===== src/rtl/divider_pkg.sv =====
// Shared types and constants for the divider sequencer: operand width, step
// word constants, state encoding and the final-step clamp helper.
package divider_pkg;

    localparam int N  = 8;
    localparam int TW = $clog2(N);

    localparam logic [TW-1:0]  T_MIN      = TW'(32'd3);
    localparam logic [TW-1:0]  T_MAX      = TW'(N - 32'd1);
    localparam logic [2*N-1:0] DZ_RESULT  = {(2*N){1'b1}};
    localparam logic [N-1:0]   STEP_PARK  = {{(N-1){1'b0}}, 1'b1};
    localparam logic [N-1:0]   STEP_FIRST = {{(N-2){1'b0}}, 2'b10};

    typedef enum logic [1:0] {
        IDLE = 2'd0,
        RUN  = 2'd1,
        HOLD = 2'd2
    } state_t;

    // At least one multiply iteration, never past the top bit of the step word.
    function automatic logic [TW-1:0] clamp_t(input logic [TW-1:0] t);
        logic [TW-1:0] r;
        if (int'(t) < int'(T_MIN)) begin
            r = T_MIN;
        end else if (int'(t) > int'(T_MAX)) begin
            r = T_MAX;
        end else begin
            r = t;
        end
        return r;
    endfunction

endpackage


===== src/rtl/step_ring.sv =====
// One-hot step word generator: loads the first datapath step, advances one
// position per cycle and parks back at bit 0 after the final step.
module step_ring
    import divider_pkg::*;
(
    input  logic          clk,
    input  logic          reset,
    input  logic          load,
    input  logic          park,
    input  logic          advance,
    input  logic [TW-1:0] t,
    output logic [N-1:0]  step,
    output logic          last
);

    logic [N-1:0] step_r;
    logic [N-1:0] step_next_s;

    // Next step word; running off the top parks instead of emptying the word.
    always_comb begin
        step_next_s = step_r;
        if (load) begin
            step_next_s = STEP_FIRST;
        end else if (park) begin
            step_next_s = STEP_PARK;
        end else if (advance) begin
            step_next_s = step_r[N-1] ? STEP_PARK : {step_r[N-2:0], 1'b0};
        end else begin
            step_next_s = step_r;
        end
    end

    // Step word register.
    always_ff @(posedge clk or posedge reset) begin
        if (reset) begin
            step_r <= STEP_PARK;
        end else begin
            step_r <= step_next_s;
        end
    end

    assign step = step_r;
    assign last = step_r[t];

endmodule


===== src/rtl/divider_sequencer.sv =====
// Sequencer for the approximate divider datapath: request handshake, operand
// latching, one-hot step generation and result capture with backpressure.
module divider_sequencer
    import divider_pkg::*;
(
    input  logic           clk,
    input  logic           reset,
    input  logic           in_valid,
    output logic           in_ready,
    input  logic [N-1:0]   in_a,
    input  logic [N-1:0]   in_b,
    input  logic [TW-1:0]  in_t,
    output logic [N-1:0]   step,
    output logic [N-1:0]   op_a,
    output logic [N-1:0]   op_b,
    output logic [TW-1:0]  op_t,
    output logic           eb_capture,
    input  logic [2*N-1:0] dp_q,
    input  logic [2*N-1:0] dp_qc,
    output logic           out_valid,
    input  logic           out_ready,
    output logic [2*N-1:0] out_q,
    output logic [2*N-1:0] out_qc,
    output logic           out_dz,
    output logic           busy
);

    state_t         state_r;
    state_t         state_next_s;
    logic           accept_s;
    logic           dz_req_s;
    logic           ring_load_s;
    logic           ring_park_s;
    logic           ring_adv_s;
    logic           ring_last_s;
    logic           capture_s;
    logic [N-1:0]   op_a_r;
    logic [N-1:0]   op_b_r;
    logic [TW-1:0]  op_t_r;
    logic [2*N-1:0] out_q_r;
    logic [2*N-1:0] out_qc_r;
    logic           out_dz_r;
    logic           out_valid_r;
    logic           busy_r;

    assign accept_s    = in_valid && in_ready;
    assign dz_req_s    = (in_b == {N{1'b0}});
    assign ring_load_s = accept_s && !dz_req_s;

    step_ring u_step_ring (
        .clk     (clk),
        .reset   (reset),
        .load    (ring_load_s),
        .park    (ring_park_s),
        .advance (ring_adv_s),
        .t       (op_t_r),
        .step    (step),
        .last    (ring_last_s)
    );

    // FSM state register.
    always_ff @(posedge clk or posedge reset) begin
        if (reset) begin
            state_r <= IDLE;
        end else begin
            state_r <= state_next_s;
        end
    end

    // FSM next state; a divide-by-zero request skips straight to HOLD.
    always_comb begin
        state_next_s = state_r;
        case (state_r)
            IDLE: begin
                if (accept_s) begin
                    state_next_s = dz_req_s ? HOLD : RUN;
                end else begin
                    state_next_s = IDLE;
                end
            end
            RUN: begin
                if (ring_last_s) begin
                    state_next_s = HOLD;
                end else begin
                    state_next_s = RUN;
                end
            end
            HOLD: begin
                if (accept_s) begin
                    state_next_s = dz_req_s ? HOLD : RUN;
                end else if (out_ready) begin
                    state_next_s = IDLE;
                end else begin
                    state_next_s = HOLD;
                end
            end
            default: state_next_s = IDLE;
        endcase
    end

    // FSM outputs; in HOLD a new request rides on the result handshake.
    always_comb begin
        in_ready    = 1'b0;
        ring_park_s = 1'b0;
        ring_adv_s  = 1'b0;
        capture_s   = 1'b0;
        case (state_r)
            IDLE: in_ready = 1'b1;
            RUN: begin
                if (ring_last_s) begin
                    ring_park_s = 1'b1;
                    capture_s   = 1'b1;
                end else begin
                    ring_adv_s  = 1'b1;
                end
            end
            HOLD:    in_ready = out_ready;
            default: in_ready = 1'b0;
        endcase
    end

    // Operand registers, held from accept until the next accept.
    always_ff @(posedge clk or posedge reset) begin
        if (reset) begin
            op_a_r <= {N{1'b0}};
            op_b_r <= {N{1'b0}};
            op_t_r <= T_MIN;
        end else if (accept_s) begin
            op_a_r <= in_a;
            op_b_r <= in_b;
            op_t_r <= clamp_t(in_t);
        end
    end

    // Result registers: datapath quotients on the final step, saturated on zero divisor.
    always_ff @(posedge clk or posedge reset) begin
        if (reset) begin
            out_q_r  <= {(2*N){1'b0}};
            out_qc_r <= {(2*N){1'b0}};
            out_dz_r <= 1'b0;
        end else if (capture_s) begin
            out_q_r  <= dp_q;
            out_qc_r <= dp_qc;
            out_dz_r <= 1'b0;
        end else if (accept_s && dz_req_s) begin
            out_q_r  <= DZ_RESULT;
            out_qc_r <= DZ_RESULT;
            out_dz_r <= 1'b1;
        end
    end

    // Status flags registered from the next state so they track state_r exactly.
    always_ff @(posedge clk or posedge reset) begin
        if (reset) begin
            out_valid_r <= 1'b0;
            busy_r      <= 1'b0;
        end else begin
            out_valid_r <= (state_next_s == HOLD);
            busy_r      <= (state_next_s != IDLE);
        end
    end

    assign op_a       = op_a_r;
    assign op_b       = op_b_r;
    assign op_t       = op_t_r;
    assign out_q      = out_q_r;
    assign out_qc     = out_qc_r;
    assign out_dz     = out_dz_r;
    assign out_valid  = out_valid_r;
    assign busy       = busy_r;
    assign eb_capture = step[1];

endmodule


===== config.mk =====
export PLATFORM = sky130hd
export DESIGN_NAME = divider_sequencer
export DESIGN_NICKNAME = d
export VERILOG_FILES = /design/src/rtl/divider_pkg.sv /design/src/rtl/step_ring.sv /design/src/rtl/divider_sequencer.sv
export SDC_FILE = /design/constraint.sdc
export NUM_CORES = 1
export LEC_CHECK = 0
export BUFFER_PORTS_ARGS = -buffer_cell sky130_fd_sc_hd__clkbuf_2
export CORE_MARGIN = 5
export CORE_UTILIZATION = 50
export CTS_CLUSTER_DIAMETER = 50
export DETAILED_ROUTE_END_ITERATION = 12
export PLACE_DENSITY = 0.83
export RECOVER_POWER = 50
export SLEW_MARGIN = 20
export SYNTH_ARGS = -nofsm -noshare
export SYNTH_HDL_FRONTEND = slang
export SYNTH_HIERARCHICAL = 1
export SYNTH_SLANG_ARGS = --single-unit

===== constraint.sdc =====
create_clock -name clk -period 7.1 [get_ports clk]
set_input_delay 2.13 -clock clk [delete_from_list [all_inputs] [get_ports clk]]
set_output_delay 2.13 -clock clk [all_outputs]
set_load 0.05 [all_outputs]

After elaboration in Yosys (flattened, before gate mapping)
Index checks and enable logic that the tools add are counted.
{"block": "word_totals", "out_inout_bits": 64, "regBits": 64, "in_bits": 55, "elab_cells": 47}
{"block": "op_classes", "reduce_logical": 9, "order_cmp": 2, "n_eq_ne": 3, "muxes": 23}
{"operator": "2-to-1 mux 16 bit", "count": 3}
{"operator": "2-to-1 mux 8 bit", "count": 4}
{"operator": "2-to-1 mux 2 bit", "count": 5}
{"operator": "zero test 8 bit", "count": 1}
{"operator": "2-to-1 mux 1 bit", "count": 7}
{"operator": "case mux 2 bit (3 select lines)", "count": 1}
{"operator": "== test 2 bit, second input constant", "count": 2}
{"operator": "less-than comparator 3 x 4 -> 1 bit, second input constant", "count": 1}
{"operator": "nonzero test 2 bit", "count": 2}
{"operator": "binary-select mux 1 bit (select 3 bit)", "count": 1}
{"operator": "logical AND 1 bit", "count": 3}
{"operator": "less-than comparator 3 x 2 -> 1 bit, second input constant", "count": 1}
{"operator": "2-to-1 mux 3 bit", "count": 1}
{"operator": "nonzero test 3 bit", "count": 1}
{"operator": "== test 2 x 1 -> 1 bit, second input constant", "count": 1}
{"operator": "zero test 2 bit", "count": 1}
{"operator": "case mux 1 bit (2 select lines)", "count": 1}
{"operator": "zero test 1 bit", "count": 1}

Longest topological paths before layout
Gate-level depths: netlist of run 1.
{"block": "logic_depth", "depth_word": 7, "depth_mapped": 8}

Hierarchy
The synthesis of run 1 kept the hierarchy.
{"module": "divider_sequencer", "seq_area_each_um2": 1403.8, "cells_per_inst": 209, "n_inst": 1, "area_per_inst_um2": 2438.6}
{"module": "step_ring", "seq_area_each_um2": 201.4, "cells_per_inst": 39, "n_inst": 1, "area_per_inst_um2": 437.9}

Worst setup path before layout of run 1
No wires, ideal clock.
{"block": "synth_path", "path_kind": "input-to-output", "startpoint": "input out_ready", "endpoint": "output in_ready", "n_path_buf": 0, "arrival_ns": 2.885, "setup_slack_ns": 2.085, "stages": 2, "path_cell_list": "nor2b_1 nor2_1"}
{"block": "synth_via", "elab_chain_cells": 1}
{"item": "start, declared", "line_no": "divider_sequencer.sv:21", "source": "input logic out_ready,"}
{"item": "case mux 1 bit (2 select lines)", "line_no": "divider_sequencer.sv:107", "source": "case (state_r)"}
{"item": "end, declared", "line_no": "divider_sequencer.sv:9", "source": "output logic in_ready,"}
No other way between the ends.

Final worst setup path of run 1
Ends and elaborated chain as after synthesis.

==> flow_metrics.env, run 1 <==
export IMPL_period_minus_slack_ps=4950
export IMPL_drv_cap=2
export IMPL_worst_path_stages=4
export IMPL_dp_hpwl_mm=4.69
export IMPL_grt_pass1_wl_mm=10.6
export IMPL_synth_nets=303
export IMPL_synth_compound_area_share_pct=12.7
export IMPL_final_setup_skew_ps=9.41
export IMPL_area_growth_pct=24.1
export IMPL_post_cts_buffers=0
export IMPL_start_kind="input port"
export IMPL_io_buffers=118
export IMPL_synthFlopType="dfrtp_1"
export IMPL_cts_hold_buffers=0
export IMPL_stdcell_count=443
export IMPL_path_class="in2out"
export IMPL_grt_max_degree=57
export IMPL_relSlewSlack_pct=-96.7
export IMPL_crit_chain="clkbuf_1 > nor2b_1 > nor2_1 > clkbuf_2"
export IMPL_grt_total_usage_pct=18.0
export IMPL_end_kind="output pin"
export IMPL_synth_edff_count=0
export IMPL_finalHoldWorstSlack_ps=489
export IMPL_hold_class="reg2reg"
export IMPL_drt_initial_drc_count=81
export IMPL_dp_worst_setup_slack_ps=2190
export IMPL_synth_warning_count=6
export IMPL_maxSlewViolCount=91
export IMPL_yosysSeqAreaShare_pct=55.8
export IMPL_setup_slack_ps=2150
export IMPL_crit_arrival_ps=2820
export IMPL_netlist_area_sq_um=2880
export IMPL_vias=2226
export IMPL_period_share_pct=69.7
export IMPL_wl_mm=6.45
export IMPL_synthMuxAreaShare_pct=10.7
export IMPL_synth_distinct_cells=34
export IMPL_synth_xor_area_share_pct=0
export IMPL_crit_required_ps=4970
export IMPL_synth_top_cell_area_share_pct=53.1
export IMPL_cts_root_buf="clkbuf_8"
export IMPL_drc_errors=0
export IMPL_slowest_delay_ps=320
export IMPL_worstMarginPinSlew_ps=2950
export IMPL_cts_tree="yes"
export IMPL_yosys_area_top_type="dfrtp_1"
export IMPL_synthCells=248
export IMPL_antenna_found_initial=0
export IMPL_status="finished, violations left"
export IMPL_ys_seq_elements=64
export IMPL_drive_gt1_share_pct=45.6
export IMPL_clk_path_buf_depth=2
export IMPL_insertedDiodeCount=0
export IMPL_yosys_area_share_simple_pct=16.9
export IMPL_viasPerCell=5.02
export IMPL_die_area_sq_um=7370
export IMPL_clk_pin_slew_ps=70
export IMPL_synth_fa_ha_area_share_pct=0
export IMPL_numCtsBuffers=9
export IMPL_whs_path_depth=2
export IMPL_dp_cells=427
export IMPL_drtAntennaViolNets=0
export IMPL_finalHoldViolations=0
export IMPL_path_max_fanout=3
export IMPL_synth_top_family_by_area="simple AND/OR/NAND/NOR gates"
export IMPL_start_util_pct=51.9
export IMPL_violations="capacitance limit, slew limit"
export IMPL_die_h_um=85.9
export IMPL_async_reset_ff_share_pct=100
export IMPL_avgSynthCellArea_sq_um=11.6
export IMPL_wl_per_cell_um=14.5
export IMPL_r2r_cells=6
export IMPL_cp_slowest_cell="clkbuf_2"
export IMPL_crit_family="buffers and inverters"
export IMPL_fmax_mhz=202
export IMPL_overflow=0
export IMPL_firstDrtPassIters=4
export IMPL_io_pins=119
export IMPL_yosys_top_cells_area="dfrtp_1, nor2_1, a21oi_2"
export IMPL_grt_setup_unrepaired="no"
export IMPL_setup_viol=0
export IMPL_die_x_um=85.9
export IMPL_critPathBufInv=2
export IMPL_gp_congestion=0.765
export IMPL_nNetsFinal=421
export IMPL_rows=27
export IMPL_htreeDepth=3
export IMPL_cts_resized=0
export IMPL_core_sq_um=5540
export IMPL_clk_latency_ps=320
export IMPL_fin_tns_setup_ps=0
export IMPL_grt_pass1_vias=2257
export IMPL_cts_sinks=64
[routing by layer]
layer / wire [um] / global-route usage [%] / vias to the layer above / share of wire [%]
met5: 0 / 0 / - / 0
met4: 65 / 8.92 / 0 / 1.0
met3: 455 / 4.23 / 6 / 7.1
met2: 3200 / 29.7 / 72 / 50
met1: 2730 / 22.0 / 1077 / 42
li1: - / - / 1071 / -
[metrics by stage]
stage / cell area, sq um / util (%)
final: 3570 / 64.4
after global routing: 3570 / 64.4
after global placement: 3480 / 62.7
after floorplan: 2880 / -
after CTS: 3650 / 65.8
after detailed placement: 3480 / 62.7
[cells in the mapped netlist, types with 4 or more instances]
cell / number
a21oi_1: 10
a21oi_2: 29
buf_2: 4
clkbuf_1: 4
dfrtp_1: 61
inv_1: 5
mux2_2: 11
mux2_4: 8
nand2b_1: 5
nand3b_1: 5
nor2_1: 70
[layout make-up]
class,instances,area [sq um]
tap,72,90.1
clock inverter,1,5.00
fill,476,1970
timing repair buffer,120,584
sequential,64,1610
multi-input combinational,166,1100
clock buffer,15,166
inverter,5,18.8
[flip-flops by register name, summed over array words and instances (netlist names)]
signal / cells
out_q: 16
out_qc: 16
op_a: 8
op_b: 8
u_step_ring/step: 8
op_t: 3
state_r: 2
busy: 1
out_dz: 1
out_valid: 1
[kinds of logic (layout without fill, tap and decap cells)]
group	count (synthesis)	count (layout)
AND/OR/NAND/NOR	96	96
buffers and inverters	18	141
flip-flops	64	64
AO/OA/AOI/OAI	48	48
multiplexers	22	22
[final timing paths]
path	startpoint	end	slack, ps
setup / recovery	out_ready	in_ready	2150
setup reg to reg	op_t[0]$_DFFE_PP1N_	u_step_ring/step[2]$_DFFE_PP0P_	3170
hold reg to reg	out_dz$_DFFE_PP0P_	out_dz$_DFFE_PP0P_	490
hold / removal	out_dz$_DFFE_PP0P_	out_dz$_DFFE_PP0P_	490
min in group asynchronous	reset	u_step_ring/step[5]$_DFFE_PP0P_	1740
max in group asynchronous	reset	op_b[1]$_DFFE_PP0N_	2520
[tightest hold or removal path, delay by kind of cell (launching register included)]
| kind | cells | cell delay, ps |
|---|---|---|
| flip-flops | 1 | 350 |
| AND/OR/NAND/NOR | 2 | 100 |
[placed cells by master, fill, tap and decap left out, types with 2 or more instances in the layout]
| cell type | instances |
|---|---|
| clkbuf_1 | 17 |
| mux4_1 | 2 |
| nand3b_1 | 5 |
| dfrtp_1 | 61 |
| mux2_1 | 7 |
| o21ai_0 | 3 |
| nand2b_1 | 5 |
| a21oi_2 | 29 |
| nand2_1 | 4 |
| clkinv_1 | 2 |
| mux2_2 | 11 |
| nor2b_1 | 3 |
| clkbuf_8 | 11 |
| clkbuf_2 | 107 |
| inv_1 | 3 |
| a41oi_1 | 2 |
| nor2_1 | 70 |
| dfstp_2 | 3 |
| a21oi_1 | 10 |
Power of run 1 is not shown: default switching activity piles up to over one toggle a cycle in this logic, so the estimate is an artifact.
==> run 2, diff against run 1 <==
Settings changed: CORE_UTILIZATION 50 to 43, PLACE_DENSITY 0.83 to 0.76.
Clock period 7.1 ns to 4.2 ns, I/O delays scaled along.
==> run 2 against run 1 <==
Effect of this change:
- the flow now finishes without violations
- critical path depth is 3 higher
- sequential share of layout area is 0.094 points lower
- hold slack better by 13 ps
- die area is 14% higher
- non-clock buffer count is 1 higher
- global-route usage is 1.3 points lower
- count of clock-buffer cells in the layout is 5 lower
- clock skew hardly changed
- register-to-register slack worse by 2600 ps
- sequential cell count stayed put
==> flow_metrics.env, run 2 (synthesis gave the netlist of run 1 again) <==
export IMPL_cts_hold_buffers=0
export IMPL_drv_cap=0
export IMPL_met1_usage_pct=21.8
export IMPL_core_sq_um=6420
export IMPL_end_kind="register"
export IMPL_grt_pass1_wl_mm=11.3
export IMPL_slowest_delay_ps=850
export IMPL_fillers=592
export IMPL_insertedDiodeCount=0
export IMPL_nNetsFinal=422
export IMPL_die_area_sq_um=8430
export IMPL_clk_pin_slew_ps=70
export IMPL_drt_initial_drc_count=111
export IMPL_whs_endpoint="op_a[0]$_DFFE_PP0N_"
export IMPL_reg2reg_from="op_t[0]$_DFFE_PP1N_"
export IMPL_crit_family="buffers and inverters"
export IMPL_path_class="reg2reg"
export IMPL_vias=2219
export IMPL_cts_sinks=64
export IMPL_grt_pass1_vias=2295
export IMPL_dp_worst_setup_slack_ps=840
export IMPL_relSlewSlack_pct=4.25
export IMPL_antenna_found_initial=0
export IMPL_stdcell_count=449
export IMPL_whs_path_depth=1
export IMPL_io_pins=119
export IMPL_maxSlewViolCount=0
export IMPL_path_max_fanout=36
export IMPL_grt_setup_unrepaired="no"
export IMPL_post_cts_buffers=0
export IMPL_viasPerCell=4.94
export IMPL_start_kind="register"
export IMPL_drtAntennaViolNets=0
export IMPL_grt_max_degree=38
export IMPL_r2r_cells=7
export IMPL_hold_class="reg2reg"
export IMPL_drc_errors=0
export IMPL_rows=29
export IMPL_rrSetupSlack_ps=560
export IMPL_wl_mm=6.85
export IMPL_clk_path_buf_depth=2
export IMPL_grt_util_met2_pct=26.7
export IMPL_setup_slack_ps=560
export IMPL_die_h_um=91.8
export IMPL_area_growth_pct=24.3
export IMPL_crit_arrival_ps=3890
export IMPL_final_setup_skew_ps=9.44
export IMPL_final_cell_mix="clkbuf_2, nor2_1, dfrtp_1, a21oi_2, clkbuf_1"
export IMPL_fin_tns_setup_ps=0
export IMPL_io_buffers=118
export IMPL_critPathBufInv=2
export IMPL_finalHoldViolations=0
export IMPL_grt_busiest_layer="met2"
export IMPL_cts_tree="yes"
export IMPL_setup_viol=0
export IMPL_dp_cells=433
export IMPL_grt_total_usage_pct=16.7
export IMPL_start_util_pct=44.8
export IMPL_wl_per_cell_um=15.2
export IMPL_firstDrtPassIters=4
export IMPL_clk_latency_ps=330
export IMPL_overflow=0
export IMPL_crit_required_ps=4450
export IMPL_cts_root_buf="clkbuf_8"
export IMPL_htreeDepth=3
export IMPL_drive_gt1_share_pct=46.2
export IMPL_dp_hpwl_mm=4.96
export IMPL_worstMarginPinSlew_ps=1430
export IMPL_period_share_pct=86.7
export IMPL_worstHoldStart="op_a[0]$_DFFE_PP0N_"
export IMPL_fmax_mhz=275
export IMPL_crit_chain="mux4_1 > mux2_2 > nand3b_2 > buf_4 > clkinv_1 > or2_2 > a21oi_1"
export IMPL_period_minus_slack_ps=3640
export IMPL_numCtsBuffers=9
export IMPL_grt_util_met3_pct=3.44
export IMPL_layout_commonest_cell="clkbuf_2"
export IMPL_cts_resized=0
export IMPL_r2r_end="u_step_ring/step[6]$_DFFE_PP0P_"
export IMPL_die_x_um=91.8
export IMPL_cp_slowest_cell="clkinv_1"
export IMPL_gp_congestion=0.732
export IMPL_status="finished clean"
run 2: changes by cell type in the layout (fill, tap and decap cells not counted):
cell,before,now
clkinv_2,1,4
clkbuf_1,17,15
clkinvlp_4,0,1
clkbuf_8,11,9
clkbuf_2,107,105
clkinv_1,2,1
clkinv_4,0,1
buf_4,0,2
inv_1,3,4
run 2: how the worst max path moves through the flow:
stage	from	slack [ps]	cells past startpoint	to
floorplan	out_ready	930	2	in_ready
global placement	in_b[3]	910	5	out_qc[12]$_DFFE_PP0P_
detailed placement	in_b[1]	840	5	out_qc[3]$_DFFE_PP0P_
CTS	op_t[0]$_DFFE_PP1N_	960	7	u_step_ring/step[6]$_DFFE_PP0P_
global route	op_t[0]$_DFFE_PP1N_	280	7	u_step_ring/step[6]$_DFFE_PP0P_
finish	op_t[0]$_DFFE_PP1N_	560	7	u_step_ring/step[6]$_DFFE_PP0P_
run 2: area by class of cell:
type / instances / area, sq um / area share [%]
timing repair buffer: 121 / 593 / 16.6
multi-input combinational: 166 / 1100 / 30.7
clock inverter: 6 / 36.3 / 1.01
inverter: 5 / 18.8 / 0.525
tap: 77 / 96.3 / 2.69
sequential: 64 / 1610 / 44.9
clock buffer: 10 / 128 / 3.57
run 2: metal layers:
layer,share of wire [%],vias up
met2,50,64
met3,5.5,13
met1,43,1069
met5,0,-
li1,-,1073
met4,1.8,0
run 2: metrics by stage:
stage,hold slack [ps],cell area [sq um],util [%]
3_3_place_gp,480,3490,54.3
4_1_cts,503,3650,56.9
6_report,501,3580,55.7
3_5_place_dp,482,3490,54.3
5_1_grt,516,3580,55.7
2_1_floorplan,533,2880,-
run 2: worst reg2reg max path, stage by stage, from the launching register on:
cell	delay, ps
dfstp_2	590
mux4_1	550
mux2_2	310
nand3b_2	90
buf_4	340
clkinv_1	850
or2_2	690
a21oi_1	150
Power of run 2 is left out for the same reason.
==> run 3, diff against run 2 <==
Settings changed: SKIP_CTS_REPAIR_TIMING from default to 1, SYNTH_HIERARCHICAL 1 to default.
==> run 3 against run 2 <==
Effect of this change:
- global-route usage decreased by 0.65 points
- wire length shrank 8.5%
- first-iteration DRC count down 35%
- final area fell by 0.31%
- count of clock-buffer cells in the layout grew 2
- die area shrank 2.1%
- largest cell class unchanged
- highest routed layer unchanged
==> flow_metrics.env, run 3 <==
export IMPL_final_setup_skew_ps=6.87
export IMPL_netlist_area_sq_um=2810
export IMPL_drc_errors=0
export IMPL_reg2reg_from="state_r[1]$_DFF_PP0_"
export IMPL_synth_top_cell_area_share_pct=54.3
export IMPL_grt_util_met2_pct=24.8
export IMPL_whs_endpoint="op_b[1]$_DFFE_PP0P_"
export IMPL_viasPerCell=4.81
export IMPL_finalHoldViolations=0
export IMPL_die_x_um=90.8
export IMPL_antenna_found_initial=0
export IMPL_drtAntennaViolNets=0
export IMPL_cts_tree="yes"
export IMPL_layout_commonest_cell="clkbuf_2"
export IMPL_insertedDiodeCount=0
export IMPL_fmax_mhz=318
export IMPL_met1_usage_pct=20.1
export IMPL_crit_arrival_ps=3360
export IMPL_status="finished clean"
export IMPL_clk_path_buf_depth=2
export IMPL_cp_slowest_cell="clkbuf_2"
export IMPL_io_buffers=118
export IMPL_yosys_top_cells_area="dfrtp_1, mux2i_1, mux2_2"
export IMPL_hold_class="reg2reg"
export IMPL_cts_sinks=64
export IMPL_period_share_pct=74.9
export IMPL_critPathBufInv=2
export IMPL_wl_mm=6.27
export IMPL_numCtsBuffers=9
export IMPL_area_growth_pct=26.9
export IMPL_slowest_delay_ps=930
export IMPL_grt_max_degree=58
export IMPL_cts_root_buf="clkbuf_8"
export IMPL_core_sq_um=6350
export IMPL_grt_util_met3_pct=6.92
export IMPL_yosys_top_cells_count="dfrtp_1, a21oi_1, inv_1"
export IMPL_avgSynthCellArea_sq_um=12.1
export IMPL_path_class="in2reg"
export IMPL_yosysSeqAreaShare_pct=57.1
export IMPL_async_reset_ff_share_pct=100
export IMPL_htreeDepth=3
export IMPL_start_kind="input port"
export IMPL_io_pins=119
export IMPL_grt_setup_unrepaired="no"
export IMPL_crit_chain="clkbuf_2 > nor2b_1 > nor3b_1 > clkbuf_2 > o21ai_1 > a32o_1"
export IMPL_wl_per_cell_um=14.5
export IMPL_synthFlopType="dfrtp_1"
export IMPL_final_cell_mix="clkbuf_2, dfrtp_1, inv_1, a21oi_1, mux2i_1"
export IMPL_drt_initial_drc_count=72
export IMPL_setup_viol=0
export IMPL_die_area_sq_um=8250
export IMPL_yosys_area_top_type="dfrtp_1"
export IMPL_clk_pin_slew_ps=70
export IMPL_worstHoldStart="op_b[1]$_DFFE_PP0P_"
export IMPL_r2r_cells=5
export IMPL_synth_warning_count=0
export IMPL_drv_cap=0
export IMPL_rrSetupSlack_ps=1560
export IMPL_ys_seq_elements=64
export IMPL_end_kind="register"
export IMPL_grt_busiest_layer="met2"
export IMPL_crit_required_ps=4410
export IMPL_relSlewSlack_pct=4.88
export IMPL_overflow=0
export IMPL_die_h_um=90.8
export IMPL_period_minus_slack_ps=3150
export IMPL_nNetsFinal=405
export IMPL_crit_family="buffers and inverters"
export IMPL_rows=29
export IMPL_path_common_cell="clkbuf_2"
export IMPL_grt_pass1_vias=2268
export IMPL_whs_path_depth=1
export IMPL_synthCells=232
export IMPL_fin_tns_setup_ps=0
export IMPL_finalCoreUtilization_pct=56.1
export IMPL_clk_latency_ps=330
export IMPL_gp_congestion=0.686
export IMPL_maxSlewViolCount=0
export IMPL_r2r_end="u_step_ring.step[6]$_DFFE_PP0P_"
export IMPL_synth_most_common_cell="dfrtp_1"
export IMPL_path_max_fanout=57
export IMPL_drive_gt1_share_pct=37.7
export IMPL_worstMarginPinSlew_ps=1430
export IMPL_grt_pass1_wl_mm=10.8
export IMPL_start_util_pct=44.2
export IMPL_synth_distinct_cells=27
export IMPL_grt_total_usage_pct=16.0
export IMPL_synth_nets=287
export IMPL_vias=2078
export IMPL_dp_hpwl_mm=4.44
export IMPL_firstDrtPassIters=4
export IMPL_synth_edff_count=0
[run 3: cell types whose count changed after synthesis, sizes merged, moves of 3 or more]
cell | before | now
inv | 5 | 35
nand2 | 4 | 1
nand3b | 6 | 0
nand2b | 5 | 1
mux2i | 1 | 32
nor2 | 70 | 6
a21oi | 39 | 35
a32o | 0 | 6
[run 3: how the worst max path moves through the flow]
| stage | to | slack, ps | startpoint | depth (start not counted) |
|---|---|---|---|---|
| 6_report | u_step_ring.step[6]$_DFFE_PP0P_ | 1050 | out_ready | 6 |
| 5_1_grt | u_step_ring.step[6]$_DFFE_PP0P_ | 840 | out_ready | 6 |
| 4_1_cts | in_ready | 1040 | out_ready | 4 |
| 3_5_place_dp | in_ready | 1040 | out_ready | 4 |
| 3_3_place_gp | in_ready | 1060 | out_ready | 4 |
| 2_1_floorplan | in_ready | 980 | out_ready | 2 |
[run 3: kinds of logic (layout without fill, tap and decap cells)]
logic type	Yosys count	in the layout	synth area share (%)
flops	64	64	57.1
mux	54	54	20.6
compound gates	49	49	10.1
buf+inv	49	172	8.42
simple gates	16	16	3.74
[run 3: layout make-up]
type	count	area (sq um)
clock buffer	12	145
clock inverter	4	45.0
fill	585	2790
inverter	35	131
multi-input combinational	119	967
sequential	64	1610
tap	77	96.3
timing repair buffer	121	574
[run 3: layer usage]
layer / up-vias / routed length [um]
met2: 77 / 2900
met4: 0 / 46
met5: - / 0
li1: 1028 / -
met3: 4 / 584
met1: 969 / 2730
[run 3: worst reg2reg max path: stages (launching register included)]
cell	delay (ps)
dfrtp_1	400
nor2b_1	170
nor3b_1	180
clkbuf_2	930
o21ai_1	460
a32o_1	400
[run 3: metrics by stage]
stage / instances / setup WS (ps) / hold slack [ps] / cell area [sq um]
floorplan: 232 / 976 / 524 / 2810
global placement: 416 / 1060 / 490 / 3420
detailed placement: 416 / 1040 / 495 / 3420
CTS: 432 / 1040 / 511 / 3610
global route: 432 / 841 / 525 / 3560
finish: 432 / 1050 / 506 / 3560
Power of run 3 is left out for the same reason.
